## src/rtl/add_sub_bist_pkg.sv

```systemverilog
// Shared definitions for the add_sub_4bit BIST: FSM encoding, vector count
// and the golden add/subtract function used by the reference model.
package add_sub_bist_pkg;

  typedef enum logic [1:0] {
    IDLE = 2'd0,
    RUN  = 2'd1,
    DONE = 2'd2
  } bist_state_t;

  localparam int BIST_WIDTH = 4;
  localparam int NUM_VEC    = 1 << (2*BIST_WIDTH+1);

  // Widest operand the golden function handles; callers truncate the result.
  localparam int MAX_W = 16;
  typedef logic [MAX_W:0] exp_t;

  // Golden result at w+1 bits: cin ? (a + ~b + 1) : (a + b), bit w is cout.
  function automatic exp_t add_sub_exp(input logic [MAX_W-1:0] a,
                                       input logic [MAX_W-1:0] b,
                                       input logic             cin,
                                       input int unsigned      w);
    exp_t mask;
    exp_t bx;
    exp_t s;
    mask = (exp_t'(1) << w) - exp_t'(1);
    bx   = cin ? (~{1'b0, b} & mask) : {1'b0, b};
    s    = {1'b0, a} + bx + exp_t'(cin);
    return s & ((mask << 1) | exp_t'(1));
  endfunction

endpackage

```

## src/rtl/add_sub_ref_model.sv

```systemverilog
// Combinational golden model: expected {cout,sum} for one operand/mode vector.
module add_sub_ref_model
  import add_sub_bist_pkg::*;
#(
  parameter int WIDTH = 4
) (
  input  logic [WIDTH-1:0] a_i,
  input  logic [WIDTH-1:0] b_i,
  input  logic             cin_i,
  output logic [WIDTH:0]   exp_o
);

  assign exp_o = (WIDTH+1)'(add_sub_exp(MAX_W'(a_i), MAX_W'(b_i), cin_i, WIDTH));

endmodule

```

## src/rtl/add_sub_4bit_bist.sv

```systemverilog
// Exhaustive on-chip self-test for the add_sub_4bit datapath.
// Sweeps vec_idx = {cin,B,A} through every value, one vector per cycle,
// compares the DUT's {cout,sum} against the golden model and counts
// mismatches in a saturating counter.
// Optional: define ADD_SUB_BIST_FAIL_LOG_EN to add fail_vec/fail_got, which
// record the index and observed result of the first mismatch in a sweep.
module add_sub_4bit_bist
  import add_sub_bist_pkg::*;
#(
  parameter int WIDTH     = 4,
  parameter int ERR_CNT_W = 10
) (
  input  logic                 clk,
  input  logic                 rst_n,
  input  logic                 start,
  output logic [WIDTH-1:0]     dut_a,
  output logic [WIDTH-1:0]     dut_b,
  output logic                 dut_cin,
  input  logic [WIDTH-1:0]     dut_sum,
  input  logic                 dut_cout,
  output logic                 busy,
  output logic                 done,
  output logic                 pass,
  output logic [ERR_CNT_W-1:0] err_cnt,
  output logic [2*WIDTH:0]     vec_idx
`ifdef ADD_SUB_BIST_FAIL_LOG_EN
  ,
  output logic [2*WIDTH:0]     fail_vec,
  output logic [WIDTH:0]       fail_got
`endif
);

  localparam int VW = 2*WIDTH + 1;

  bist_state_t          state_q;
  logic [VW-1:0]        vec_q;
  logic [ERR_CNT_W-1:0] err_q, err_d;
  logic                 busy_q, done_q, pass_q;
  logic [WIDTH:0]       exp_w, got_w;
  logic                 mismatch;
  logic                 last_vec;

`ifdef ADD_SUB_BIST_FAIL_LOG_EN
  logic                 fail_vld_q;
  logic [VW-1:0]        fail_vec_q;
  logic [WIDTH:0]       fail_got_q;
`endif

  // Vector mapping: A inner loop, B middle, cin outer.
  assign dut_a   = vec_q[WIDTH-1:0];
  assign dut_b   = vec_q[2*WIDTH-1:WIDTH];
  assign dut_cin = vec_q[2*WIDTH];

  add_sub_ref_model #(.WIDTH(WIDTH)) u_ref (
    .a_i   (vec_q[WIDTH-1:0]),
    .b_i   (vec_q[2*WIDTH-1:WIDTH]),
    .cin_i (vec_q[2*WIDTH]),
    .exp_o (exp_w)
  );

  assign got_w    = {dut_cout, dut_sum};
  assign mismatch = (got_w != exp_w);
  assign last_vec = &vec_q;

  // Next error count: bump on a mismatch while running, holding at all-ones.
  always_comb begin
    err_d = err_q;
    if (state_q == RUN && mismatch && !(&err_q))
      err_d = err_q + ERR_CNT_W'(1);
  end

  // Sweep FSM with vector counter, error counter and registered status.
  always_ff @(posedge clk or negedge rst_n) begin
    if (!rst_n) begin
      state_q    <= IDLE;
      vec_q      <= '0;
      err_q      <= '0;
      busy_q     <= 1'b0;
      done_q     <= 1'b0;
      pass_q     <= 1'b0;
`ifdef ADD_SUB_BIST_FAIL_LOG_EN
      fail_vld_q <= 1'b0;
      fail_vec_q <= '0;
      fail_got_q <= '0;
`endif
    end else begin
      case (state_q)
        IDLE, DONE: begin
          if (start) begin
            state_q    <= RUN;
            vec_q      <= '0;
            err_q      <= '0;
            busy_q     <= 1'b1;
            done_q     <= 1'b0;
            pass_q     <= 1'b0;
`ifdef ADD_SUB_BIST_FAIL_LOG_EN
            fail_vld_q <= 1'b0;
            fail_vec_q <= '0;
            fail_got_q <= '0;
`endif
          end
        end
        RUN: begin
          err_q <= err_d;
`ifdef ADD_SUB_BIST_FAIL_LOG_EN
          if (mismatch && !fail_vld_q) begin
            fail_vld_q <= 1'b1;
            fail_vec_q <= vec_q;
            fail_got_q <= got_w;
          end
`endif
          if (last_vec) begin
            // Last vector is checked on this edge; vec_idx parks at all-ones.
            state_q <= DONE;
            busy_q  <= 1'b0;
            done_q  <= 1'b1;
            pass_q  <= (err_d == '0);
          end else begin
            vec_q <= vec_q + VW'(1);
          end
        end
        default: state_q <= IDLE;
      endcase
    end
  end

  assign busy    = busy_q;
  assign done    = done_q;
  assign pass    = pass_q;
  assign err_cnt = err_q;
  assign vec_idx = vec_q;

`ifdef ADD_SUB_BIST_FAIL_LOG_EN
  assign fail_vec = fail_vec_q;
  assign fail_got = fail_got_q;
`endif

endmodule

```

## config.mk

```make
export PLATFORM = sky130hd
export DESIGN_NAME = add_sub_4bit_bist
export DESIGN_NICKNAME = d
export VERILOG_FILES = /design/src/rtl/add_sub_bist_pkg.sv /design/src/rtl/add_sub_ref_model.sv /design/src/rtl/add_sub_4bit_bist.sv
export SDC_FILE = /design/constraint.sdc
export NUM_CORES = 1
export LEC_CHECK = 0
export CAP_MARGIN = 10
export CORE_MARGIN = 10
export CORE_UTILIZATION = 45
export DETAILED_ROUTE_END_ITERATION = 8
export HOLD_SLACK_MARGIN = 0.08
export PLACE_DENSITY_LB_ADDON = 0.2
export SLEW_MARGIN = 20
export SYNTH_ARGS = -nofsm -noshare
export SYNTH_HDL_FRONTEND = slang
export SYNTH_SLANG_ARGS = --single-unit
```

## constraint.sdc

```tcl
create_clock -name clk -period 4.65 [get_ports clk]
set_input_delay 0.6975 -clock clk [delete_from_list [all_inputs] [get_ports clk]]
set_output_delay 0.6975 -clock clk [all_outputs]
set_load 0.01 [all_outputs]
```

; Word-level counts from Yosys, hierarchy flattened
; Cells that the tools add are included.
; Widths: inputs -> output; s select.
[op_classes]
n_addsub = 4
n_eq_ne = 6
n_mux = 18
bitwise = 1
n_reduce_logical = 13
[ops]
columns = cell, n
row1 = $mux 10, 2
row2 = $pmux 10 s2, 1
row3 = $mux 9, 2
row4 = $pmux 9 s2, 1
row5 = $add 10x1->10 const B, 1
row6 = $logic_not 10->1, 1
row7 = $reduce_and 10->1, 1
row8 = $add 9x1->9 const B, 1
row9 = $reduce_and 9->1, 1
row10 = $ne 2x2->1 const B, 3
row11 = $pmux 1 s2, 3
row12 = $reduce_and 3->1, 2
row13 = $add 4x4->5, 1
row14 = $add 5x1->5, 1
row15 = $mux 1, 5
row16 = $ne 5x5->1, 1
row17 = $mux 2, 2
row18 = $mux 4, 1
row19 = $not 4->4, 1
row20 = $pmux 2 s2, 1
row21 = $reduce_and 2->1, 2
row22 = $eq 2x1->1 const B, 1
row23 = $eq 2x2->1 const B, 1
row24 = $logic_and 1x1->1, 2
row25 = 4 further kinds, 4
[totals]
regBits = 24
in_bits = 8
output_inout_bits = 31

; Longest topological paths before layout
; Gate-level depths: netlist of run 1.
[logic_depth]
ltp_word = 11
mapped_depth = 11

; Cells and area by module
; From an unflattened synthesis of run 1, not the netlist that was laid out.
[hier_totals]
cells_unflattened = 180
area_unflattened_um2 = 1621.6
[modules_own_cells]
columns = mod, instances, cells_each, area_each_um2, seq_area_each_um2
row1 = add_sub_4bit_bist, 1, 160, 1441.4, 600.6
row2 = add_sub_ref_model, 1, 20, 180.2, 0.0

; Least setup slack after synthesis of run 1
; Ideal clock, no wire load.
[synth_path]
path_kind = register to register
from = reg vec_q[8], in the netlist vec_idx[8]
to = reg pass_q, in the netlist pass
setup_time_ns = 0.092
t_arrival_ns = 3.024
setup_slack_ns = 1.535
path_stages_with_launch = 11
path_buffers = 0
synth_period_minus_slack_ns = 3.115
path_cell_list = dfrtp_1 > xor2_1 > ha_1 > nor2b_1 > o21a_1 > or3_4 > a211oi_4 > nor2_2 > or3_1 > a2111o_1 > o31ai_2
[synth_via]
elab_chain_len = 10
word_cells_on_any_way = 13
cone_classes = add/sub (2) / eq/ne (2) / mux (4) / reduce/logical (5)
[synth_lines]
columns = item, line
row1 = "start, declared", add_sub_4bit_bist.sv:36  ; logic [VW-1:0] vec_q;
row2 = "start signal, assigned", add_sub_4bit_bist.sv:119  ; vec_q <= vec_q + VW'(1);
row3 = $mux 4, add_sub_bist_pkg.sv:27  ; bx = cin ? (~{1'b0, b} & mask) : {1'b0, b};
row4 = $add 4x4->5, add_sub_bist_pkg.sv:28  ; s = {1'b0, a} + bx + exp_t'(cin);
row5 = $add 5x1->5, add_sub_bist_pkg.sv:28
row6 = $ne 5x5->1, add_sub_4bit_bist.sv:62  ; assign mismatch = (got_w != exp_w);
row7 = $logic_and 1x1->1 (2 in series), add_sub_4bit_bist.sv:68  ; if (state_q == RUN && mismatch && !(&err_q))
row8 = $mux 10, add_sub_4bit_bist.sv:68
row9 = $logic_not 10->1, add_sub_4bit_bist.sv:117  ; pass_q <= (err_d == '0);
row10 = $mux 1, add_sub_4bit_bist.sv:112  ; if (last_vec) begin
row11 = $pmux 1 s2, add_sub_4bit_bist.sv:87  ; case (state_q)
row12 = "end signal, assigned", add_sub_4bit_bist.sv:117
row13 = "end, declared", add_sub_4bit_bist.sv:38  ; logic busy_q, done_q, pass_q;
; Several ways; a longest one is shown, not always the timed one. The select of a mux whose other input is x is not followed.
; A chain may end at the register's enable or synchronous reset.

; Worst setup path in the final report of run 1
; Ends and elaborated chain as after synthesis.

==> results of run 1 <==
==> power by group through the flow <==
stage	Clock, mW	Sequential (mW)	Combinational, mW
global route	0.167	0.377	0.672
detailed placement	0	0.367	0.610
finish	0.151	0.365	0.607
floorplan	0	0.368	0.395
CTS	0.156	0.364	0.615
global placement	0	0.365	0.602
==> flip-flops by register name, indices dropped and copies added (netlist names) <==
| signal | cells |
|---|---|
| busy | 1 |
| vec_idx | 9 |
| err_cnt | 10 |
| state_q | 2 |
| pass | 1 |
| done | 1 |
==> metal layers <==
layer  part of all wire (%)  routed length, microns  vias to the layer above
met3                    7.0                     263                        2
met5                      0                       0                        -
met4                   0.40                      15                        0
met1                     43                    1630                      635
met2                     49                    1860                       20
li1                       -                       -                      658
==> worst register-to-register path, delay by kind of cell, from the launching register on <==
family	cells	cell delay, ns
XOR/XNOR	1	0.18
AO/OA/AOI/OAI	4	1.22
flip-flops	1	0.51
adder cells (fa/ha/maj)	1	0.35
AND/OR/NAND/NOR	4	1.01
==> worst paths after layout <==
path,endpoint,from
hold reg to reg,done,done
setup / recovery,pass,vec_idx[8]
hold / removal,err_cnt[2],rst_n
setup reg to reg,pass,vec_idx[8]
min in group clk,done,done
max in group asynchronous,vec_idx[2],rst_n
==> per-stage QoR <==
stage	utilization (%)	std cells	setup slack (ns)	power [mW]	instance area, sq um
floorplan	-	172	1.53	0.762	1590
global placement	58.0	244	1.45	0.967	1950
detailed placement	57.8	244	1.32	0.977	1940
CTS	59.4	248	1.29	1.14	2000
global route	59.4	248	1.11	1.22	2000
finish	59.4	248	1.31	1.12	2000
==> cell type report <==
class                           instances  area [sq um]
Fill cell                             313          1370
Tap cell                               46          57.6
Inverter                                4          15.0
Sequential cell                        24           601
Timing Repair Buffer                   38           375
Clock buffer                            3          22.5
Multi-Input combinational cell        132           896
Clock inverter                          1          30.0
==> synthesized netlist by cell type (2+ instances only) <==
master / n
inv_1: 4
o21ai_0: 5
a21oi_1: 3
xor2_1: 9
nand4_1: 2
or3_1: 2
nor2_1: 18
mux2_2: 3
dfrtp_1: 24
ha_1: 6
nand3_1: 11
nand2_1: 20
and3_1: 7
o21ai_1: 2
xnor2_1: 6
clkbuf_1: 3
buf_4: 9
nor2b_1: 3
nand2b_1: 4
mux2i_1: 8
a22o_1: 2
o21a_1: 3
nor3_1: 2
==> logic make-up (layout without fill, tap and decap cells) <==
logic type,count (synthesis),after routing
AND/OR/NAND/NOR,75,75
AO/OA/AOI/OAI,24,24
flip-flops,24,24
adder cells (fa/ha/maj),7,7
buffers and inverters,16,46
multiplexers,11,11
XOR/XNOR,15,15
==> results.txt, run 1 <==
Status: completed
Antenna Nets Post-Route: 0
Worst-path clk slew: 0.14 ns
Most frequent cells in the layout: clkdlybuf4s50_1, dfrtp_1, nand2_1
Setup TNS: 0 ns
Max Clk Rate: 299 MHz
Register-to-Register Path Depth: 10
Die Wd: 79.4 microns
Switching power: 450 uW
Part of the power in registers: 32.5%
Post-CTS Setup Bufs: 0
Crit Path Class: reg -> reg
Sw frac: 40.1%
WHS: 0.339 ns
Endpoints failing setup: 0
Combinational power share: 54.0%
Cell Int Power: 673 uW
RSZ-0062 raised after global routing: false
Synth Area in Adders: 5.98%
Placer congestion estimate: 0.847
#FFs+latches synth: 24
Top FF cell, synth: dfrtp_1
Syn_area_per_cell: 9.25 sq um
R2R Setup Slk: 1.31 ns
CP Capture Type: flop
Standard-cell rows: 21
Area Overhead vs Synth: 25.6%
Critical-path cell list: xor2_1 > ha_1 > nor2b_1 > o21a_1 > or3_4 > a211oi_4 > nor2_2 > or3_1 > a2111o_1 > o31ai_2
Post-Synthesis Cells: 172
Slew Viols, Final: 0
VDD IR-drop max: 0.292 mV
Mux contribution to synthesized area: 7.16%
Via count: 1315
Routed WL per cell: 15.2 microns
GRT busiest layer: met2
# diodes: 0
Max FO, Critical Path: 10
Top cells by area, synth: dfrtp_1, mux2i_1, xor2_1
Most common cell after layout, fill and taps aside: clkdlybuf4s50_1
Initial Util: 47.3%
Post-synthesis xor/xnor area fraction: 8.26%
Initial antenna violation count: 0
Yosys top cell by area: dfrtp_1
Syn nets: 187
Vias per cell: 5.30
PD cells: 562 nW/um^2
Layout cells sized above 1: 6.44%
I/O pins: 39
Buf/Inv on CP: 0
Synth async-reset ratio: 100%
Post-synthesis compound-gate area fraction: 11.5%
CP Launch Type: flop
Mapped cell area: 1590 sq um
CP max stage delay: 0.51 ns
Worst Skew: 0.0113 ns
Leakage power: 0.852 nW
Post-CTS sizing: 0
Met3 usage: 4.62%
GRT met1 Usage: 14.8%
Critical Path RT: 4.89 ns
Global-route wire length before repair: 6.45 mm
Met2 usage: 20.3%
IO buf count: 38
Sequential share of the synthesized area: 37.8%
Crit path DAT: 3.58 ns
CTS tree: done
H-Tree Depth: 1
Core Region: 3360 sq um
Largest net degree at the start of global routing: 25
Num CTS Buffers: 3
Yosys cell types: 39
EDFF count, synth: 0
Ys Warns: 0
Aggregate global-route resource usage: 12.3%
Final WL: 3.77 mm
Synth top area share: 37.8%
Final period util: 71.8%
Kind of cell adding the most delay to the critical path: compound AO/OA/AOI/OAI gates
Hold buffers post-CTS: 0
Total clock sinks: 24
Gr ovfl total: 0
Clock power share: 13.4%
Tightest Pin Transition: 0.713 ns
Vert. Die Dim: 79.4 microns
Simple-gate share of the synthesized area: 23.4%
Min-Delay Path Class: in -> async
WP depth: 10
DRT Pass-1 Iters: 4
Min Tclk post-route: 3.34 ns
Max-slew headroom: 52.4%
CTS root buf: clkbuf_4
Post-DP HPWL: 2.95 mm
Die ar.: 6310 sq um
Residual DRC: 0
Vias in the first global route: 1352
CTS Buffer Depth: 2
Final Hold Viols: 0
CP max stage cell: dfrtp_1
Initial DRC count: 56
Clock Latency Late Sink: 0.32 ns
Max-cap violation count: 0
Nets@finish: 218
Main combinational cell family by area after synthesis: simple AND/OR/NAND/NOR gates
(Power assumes the default switching activity.)
==> run 2: changes to the inputs <==
- CORE_UTILIZATION: 45 -> 44
- clock period: 4.65 -> 2.91 ns (I/O delays scaled with it)
==> results.txt, run 2 (synthesis gave the netlist of run 1 again) <==
IO buf count: 38 (unchanged)
WHS: 0.454 ns (+0.115 ns)
Layout cells sized above 1: 15.9% (+9.5 points)
Antenna Nets Post-Route: 0 (unchanged)
Max FO, Critical Path: 7 (-3)
PD cells: 884 nW/um^2 (+57%)
Crit path DAT: 3.22 ns (-0.36 ns)
CP Capture Type: flop
Standard-cell rows: 21 (unchanged)
Endpoints failing setup: 1 (+1)
Worst-path clk slew: 0.14 ns (about the same)
Via count: 1391 (+5.8%)
Die ar.: 6420 sq um (+1.7%)
Global-route wire length before repair: 6.96 mm (+7.9%)
RSZ-0062 raised after global routing: true
Gr ovfl total: 0 (unchanged)
CTS Buffer Depth: 2 (unchanged)
Worst Skew: 0.00813 ns (-0.00314 ns)
Aggregate global-route resource usage: 13.4% (+1.1 points)
Nets@finish: 236 (+8.3%)
Vias in the first global route: 1452 (+7.4%)
Core Region: 3420 sq um (+1.6%)
Initial Util: 46.6% (-0.73 points)
Status: finished with violations
Placer congestion estimate: 0.812 (-4.1%)
Max reg flops: 10 (unchanged)
CP Launch Type: flop
DRT Pass-1 Iters: 4 (unchanged)
Worst flop-to-flop path startpoint: vec_idx[8]
Dpl ws: -0.135 ns (-1.45 ns)
RR Endpoint: pass
Initial DRC count: 77 (+38%)
VDD IR-drop max: 0.485 mV (+66%)
Initial antenna violation count: 0 (unchanged)
Min Tclk post-route: 2.98 ns (-0.363 ns)
Final Hold Viols: 0 (unchanged)
Max Clk Rate: 336 MHz (+12%)
CTS root buf: clkbuf_4
Final core utilization: 62.7% (+3.3 points)
Fin cells: 266 (+7.3%)
Most common cell after layout, fill and taps aside: clkdlybuf4s50_1
Residual DRC: 0 (unchanged)
Num CTS Buffers: 3 (unchanged)
Register-to-Register Path Depth: 10 (unchanged)
Post-DP HPWL: 3.23 mm (+9.6%)
Die Wd: 80.1 microns (+0.85%)
Violated checks: setup timing
Vert. Die Dim: 80.1 microns (+0.85%)
Area Overhead vs Synth: 34.7%
Final WL: 4.12 mm (+9.2%)
H-Tree Depth: 1 (unchanged)
Final period util: 102% (+30 points)
Placed cells: 261 (+7.0%)
Min-Delay Path Class: in -> async
# diodes: 0 (unchanged)
Slew Viols, Final: 0 (unchanged)
Setup ws final: -0.0678 ns (-1.38 ns)
Critical Path RT: 3.15 ns (-1.74 ns)
I/O pins: 39 (unchanged)
Vias per cell: 5.23 (-1.4%)
Leakage power: 0.934 nW (+9.6%)
R2R Setup Slk: -0.07 ns (-1.38 ns)
Tightest Pin Transition: 0.473 ns (-0.240 ns)
Routed WL per cell: 15.5 microns (+1.8%)
Clock Latency Late Sink: 0.32 ns (about the same)
Most frequent cells in the layout: clkdlybuf4s50_1, dfrtp_1, nand2_1
Final Power: 1.89 mW (+69%)
Max-slew headroom: 68.2% (+16 points)
CTS tree: done
Total clock sinks: 24 (unchanged)
Max-cap violation count: 0 (unchanged)
Largest net degree at the start of global routing: 25 (unchanged)
Crit Path Class: reg -> reg
-- run 2: changes by cell type in the layout (fill, tap and decap cells not counted), sizes merged --
cell / before / now
buf: 1 / 18
bufinv: 1 / 0
clkdlybuf4s50: 37 / 38
clkbuf: 3 / 4
-- run 2: worst max-delay path, stage by stage, from the launching register on --
cell and delay, ns:
dfrtp_2 0.48, xor2_1 0.15, ha_1 0.30, nor2b_1 0.15
o21a_1 0.18, or3_4 0.34, a211oi_4 0.40, nor2_4 0.05
or3_1 0.31, a2111o_1 0.38, o31ai_2 0.17
-- run 2: timing repair --
item	in CTS	in global routing
hold buffers	0	0
pin swaps	2	2
buffers inserted	1	0
gates resized for setup	2	2
gates cloned	0	0
setup endpoints to repair	1	2
-- run 2: worst max-delay path by stage --
stage	from	endpoint	slack, ns	depth (start not counted)
after CTS	vec_idx[8]	pass	-0.09	10
final	vec_idx[8]	pass	-0.07	10
after global routing	vec_idx[8]	pass	-0.14	10
after floorplan	vec_idx[8]	pass	-0.09	10
after detailed placement	vec_idx[8]	pass	-0.14	11
after global placement	vec_idx[8]	pass	0.01	11
-- run 2: per-stage QoR --
step,TNS (ns),cell area (sq um)
2_1_floorplan,-0.0894,1600
3_3_place_gp,0,2080
3_5_place_dp,-0.135,2080
4_1_cts,-0.0852,2140
5_1_grt,-0.143,2140
6_report,-0.0678,2140
-- run 2: area by class of cell --
class / instances / area, sq um
timing repair buffer: 56 / 515
sequential: 24 / 603
clock buffer: 4 / 36.3
inverter: 4 / 15.0
multi-input combinational: 132 / 915
tap: 46 / 57.6
fill: 300 / 1270
-- run 2: report_power, final --
group | switching (mW) | internal [mW]
Clock | 0.107 | 0.0765
Combinational | 0.550 | 0.625
Sequential | 0.113 | 0.423
Total | 0.769 | 1.12
-- run 2: metal layers --
metal	up-vias	GRT usage, %	wire length, microns
met2	31	23.9	2120
met3	4	3.56	265
met1	668	15.2	1690
li1	688	-	-
met4	0	4.23	42
met5	-	0	0
==> run 3: changes to the inputs <==
- ABC_AREA: unset -> 1
- CORE_UTILIZATION: 44 -> 45
==> results.txt, run 3 <==
Status: completed
Worst-path clk slew: 0.09 ns (-0.05 ns)
Final period util: 87.1% (-15 points)
IO buf count: 38 (unchanged)
Yosys cell types: 34 (-13%)
Tightest Pin Transition: 0.316 ns (-0.158 ns)
Fillers: 361 (+20%)
Post-DP HPWL: 3.32 mm (+2.6%)
Top cells by area, synth: dfrtp_1, nand2_1, inv_1
DRT Pass-1 Iters: 4 (unchanged)
Area Overhead vs Synth: 24.5%
Synth async-reset ratio: 100% (unchanged)
CP Capture Type: flop
Initial Util: 47.6% (+1.0 points)
Post-CTS sizing: 0 (-2)
VDD IR-drop max: 0.480 mV (-1.0%)
Top FF cell, synth: dfrtp_1
Largest net degree at the start of global routing: 25 (unchanged)
Initial DRC count: 58 (-25%)
#FFs+latches synth: 24 (unchanged)
Hold buffers post-CTS: 0 (unchanged)
Critical Path RT: 3.09 ns (-0.06 ns)
Gr ovfl total: 0 (unchanged)
Kind of cell adding the most delay to the critical path: simple AND/OR/NAND/NOR gates
Global-route wire length before repair: 7.23 mm (+3.9%)
Synth top area share: 33.7% (-4.1 points)
Max FO, Critical Path: 13 (+6)
Leakage power: 1.05 nW (+13%)
Min Tclk post-route: 2.53 ns (-0.444 ns)
Layout cells sized above 1: 14.1% (-1.8 points)
Syn_area_per_cell: 7.75 sq um (-16%)
Yosys top cell by area: dfrtp_1
CTS root buf: clkbuf_8
Num CTS Buffers: 3 (unchanged)
Most common cell after layout, fill and taps aside: nand2_1
Die Wd: 82.9 microns (+3.5%)
Final Hold Viols: 0 (unchanged)
CTS tree: done
PD cells: 893 nW/um^2 (+0.97%)
Vias per cell: 4.93 (-5.7%)
Most frequent cells in the layout: nand2_1, clkdlybuf4s50_1, inv_1
CTS Buffer Depth: 2 (unchanged)
RSZ-0062 raised after global routing: false
Antenna Nets Post-Route: 0 (unchanged)
Max-cap violation count: 0 (unchanged)
Slew Viols, Final: 0 (unchanged)
Die ar.: 6880 sq um (+7.1%)
Max Clk Rate: 395 MHz (+18%)
WHS: 0.502 ns (+0.0478 ns)
CP max stage delay: 0.49 ns (about the same)
Nets@finish: 278 (+18%)
CP Launch Type: flop
Buf/Inv on CP: 3 (+3)
Final WL: 4.19 mm (+1.7%)
Initial antenna violation count: 0 (unchanged)
Crit Path Class: reg -> reg
Total clock sinks: 24 (unchanged)
Min-Delay Path Class: reg -> reg
CP max stage cell: fa_1
Endpoints failing setup: 0 (-1)
Max-slew headroom: 79.0% (+11 points)
Critical-path cell list: inv_2 > nand2_2 > nand2_2 > inv_1 > fa_1 > xor2_1 > nand3_1 > nor2_4 > nand3_4 > nand2_4 > nand2_1 > o21ai_2 > clkinv_1 > nand2_1 > nor2_1 > nand3_1 > nand2_1
Post-Synthesis Cells: 230 (+34%)
Most frequent CP cell: nand2_1
Commonest cells in the netlist: nand2_1, inv_1, dfrtp_1
Syn nets: 245 (+31%)
Dominant cell by count in the synthesized netlist: nand2_1
Post-CTS Setup Bufs: 0 (-1)
Mapped cell area: 1780 sq um (+12%)
Max reg flops: 10 (unchanged)
EDFF count, synth: 0 (unchanged)
Worst Skew: 0.0106 ns (+0.00249 ns)
Setup TNS: 0 ns (+0.0678 ns)
Sequential share of the synthesized area: 33.7% (-4.1 points)
Placer congestion estimate: 0.886 (+9.0%)
Ys Warns: 0 (unchanged)
Core Region: 3740 sq um (+9.6%)
I/O pins: 39 (unchanged)
Clock Latency Late Sink: 0.27 ns (-0.05 ns)
Aggregate global-route resource usage: 12.4% (-1.1 points)
# diodes: 0 (unchanged)
Crit path DAT: 2.71 ns (-0.51 ns)
Standard-cell rows: 22 (+4.8%)
Residual DRC: 0 (unchanged)
Vias in the first global route: 1527 (+5.2%)
Routed WL per cell: 13.5 microns (-13%)
H-Tree Depth: 1 (unchanged)
Vert. Die Dim: 82.9 microns (+3.5%)
Via count: 1529 (+9.9%)
==> run 3: final timing paths <==
check,endpoint,startpoint,slack [ns],depth (start not counted)
worst max-delay path,pass,vec_idx[4],0.38,17
worst min-delay path,done,done,0.50,2
min in group asynchronous,err_cnt[1],rst_n,0.51,2
worst max register to register,pass,vec_idx[4],0.38,17
max in group asynchronous,err_cnt[5],rst_n,2.14,2
worst min register to register,done,done,0.50,2
==> run 3: worst register-to-register path, stage by stage (launching register included) <==
cell	delay, ns
dfrtp_1	0.46
inv_2	0.13
nand2_2	0.06
nand2_2	0.08
inv_1	0.05
fa_1	0.49
xor2_1	0.14
nand3_1	0.13
nor2_4	0.12
nand3_4	0.12
nand2_4	0.18
nand2_1	0.09
o21ai_2	0.06
clkinv_1	0.09
nand2_1	0.07
nor2_1	0.05
nand3_1	0.09
nand2_1	0.05
==> run 3: final cells by class <==
type,count,area (sq um),share of cell area (%)
clock inverter,1,30.0,1.35
inverter,34,130,5.87
tap,48,60.1,2.71
timing repair buffer,40,395,17.8
multi-input combinational,160,961,43.3
clock buffer,3,41.3,1.86
sequential,24,601,27.1
==> run 3: logic make-up (layout without fill, tap and decap cells) <==
group	count (synthesis)	count (layout)	share of synthesized area, %
and+or+nand+nor	111	111	32.2
buffers and inverters	46	78	12.4
AOI/OAI and AO/OA	28	28	9.48
DFF	24	24	33.7
xor gates and xnor gates	14	14	6.88
adders and majority gates	7	7	5.34
==> run 3: through the flow <==
stage | util, % | total power, mW | cells | instance area [sq um] | setup WS [ns]
final | 59.3 | 1.98 | 310 | 2220 | 0.376
after floorplan | - | 1.32 | 230 | 1780 | 0.466
after CTS | 59.3 | 2.01 | 310 | 2220 | 0.372
after detailed placement | 57.4 | 1.70 | 306 | 2150 | 0.380
after global placement | 57.4 | 1.69 | 306 | 2150 | 0.452
after global routing | 59.3 | 2.17 | 310 | 2220 | 0.106
==> run 3: layer usage <==
metal	GRT usage (%)	wire length [microns]
met1	13.3	1850
met2	22.0	2040
met3	4.59	249
met4	3.23	53
met5	0	0
==> run 3: power by group <==
part | internal [mW] | switching [mW]
Sequential | 0.431 | 0.166
Clock | 0.184 | 0.113
Combinational | 0.509 | 0.578
Total | 1.12 | 0.857
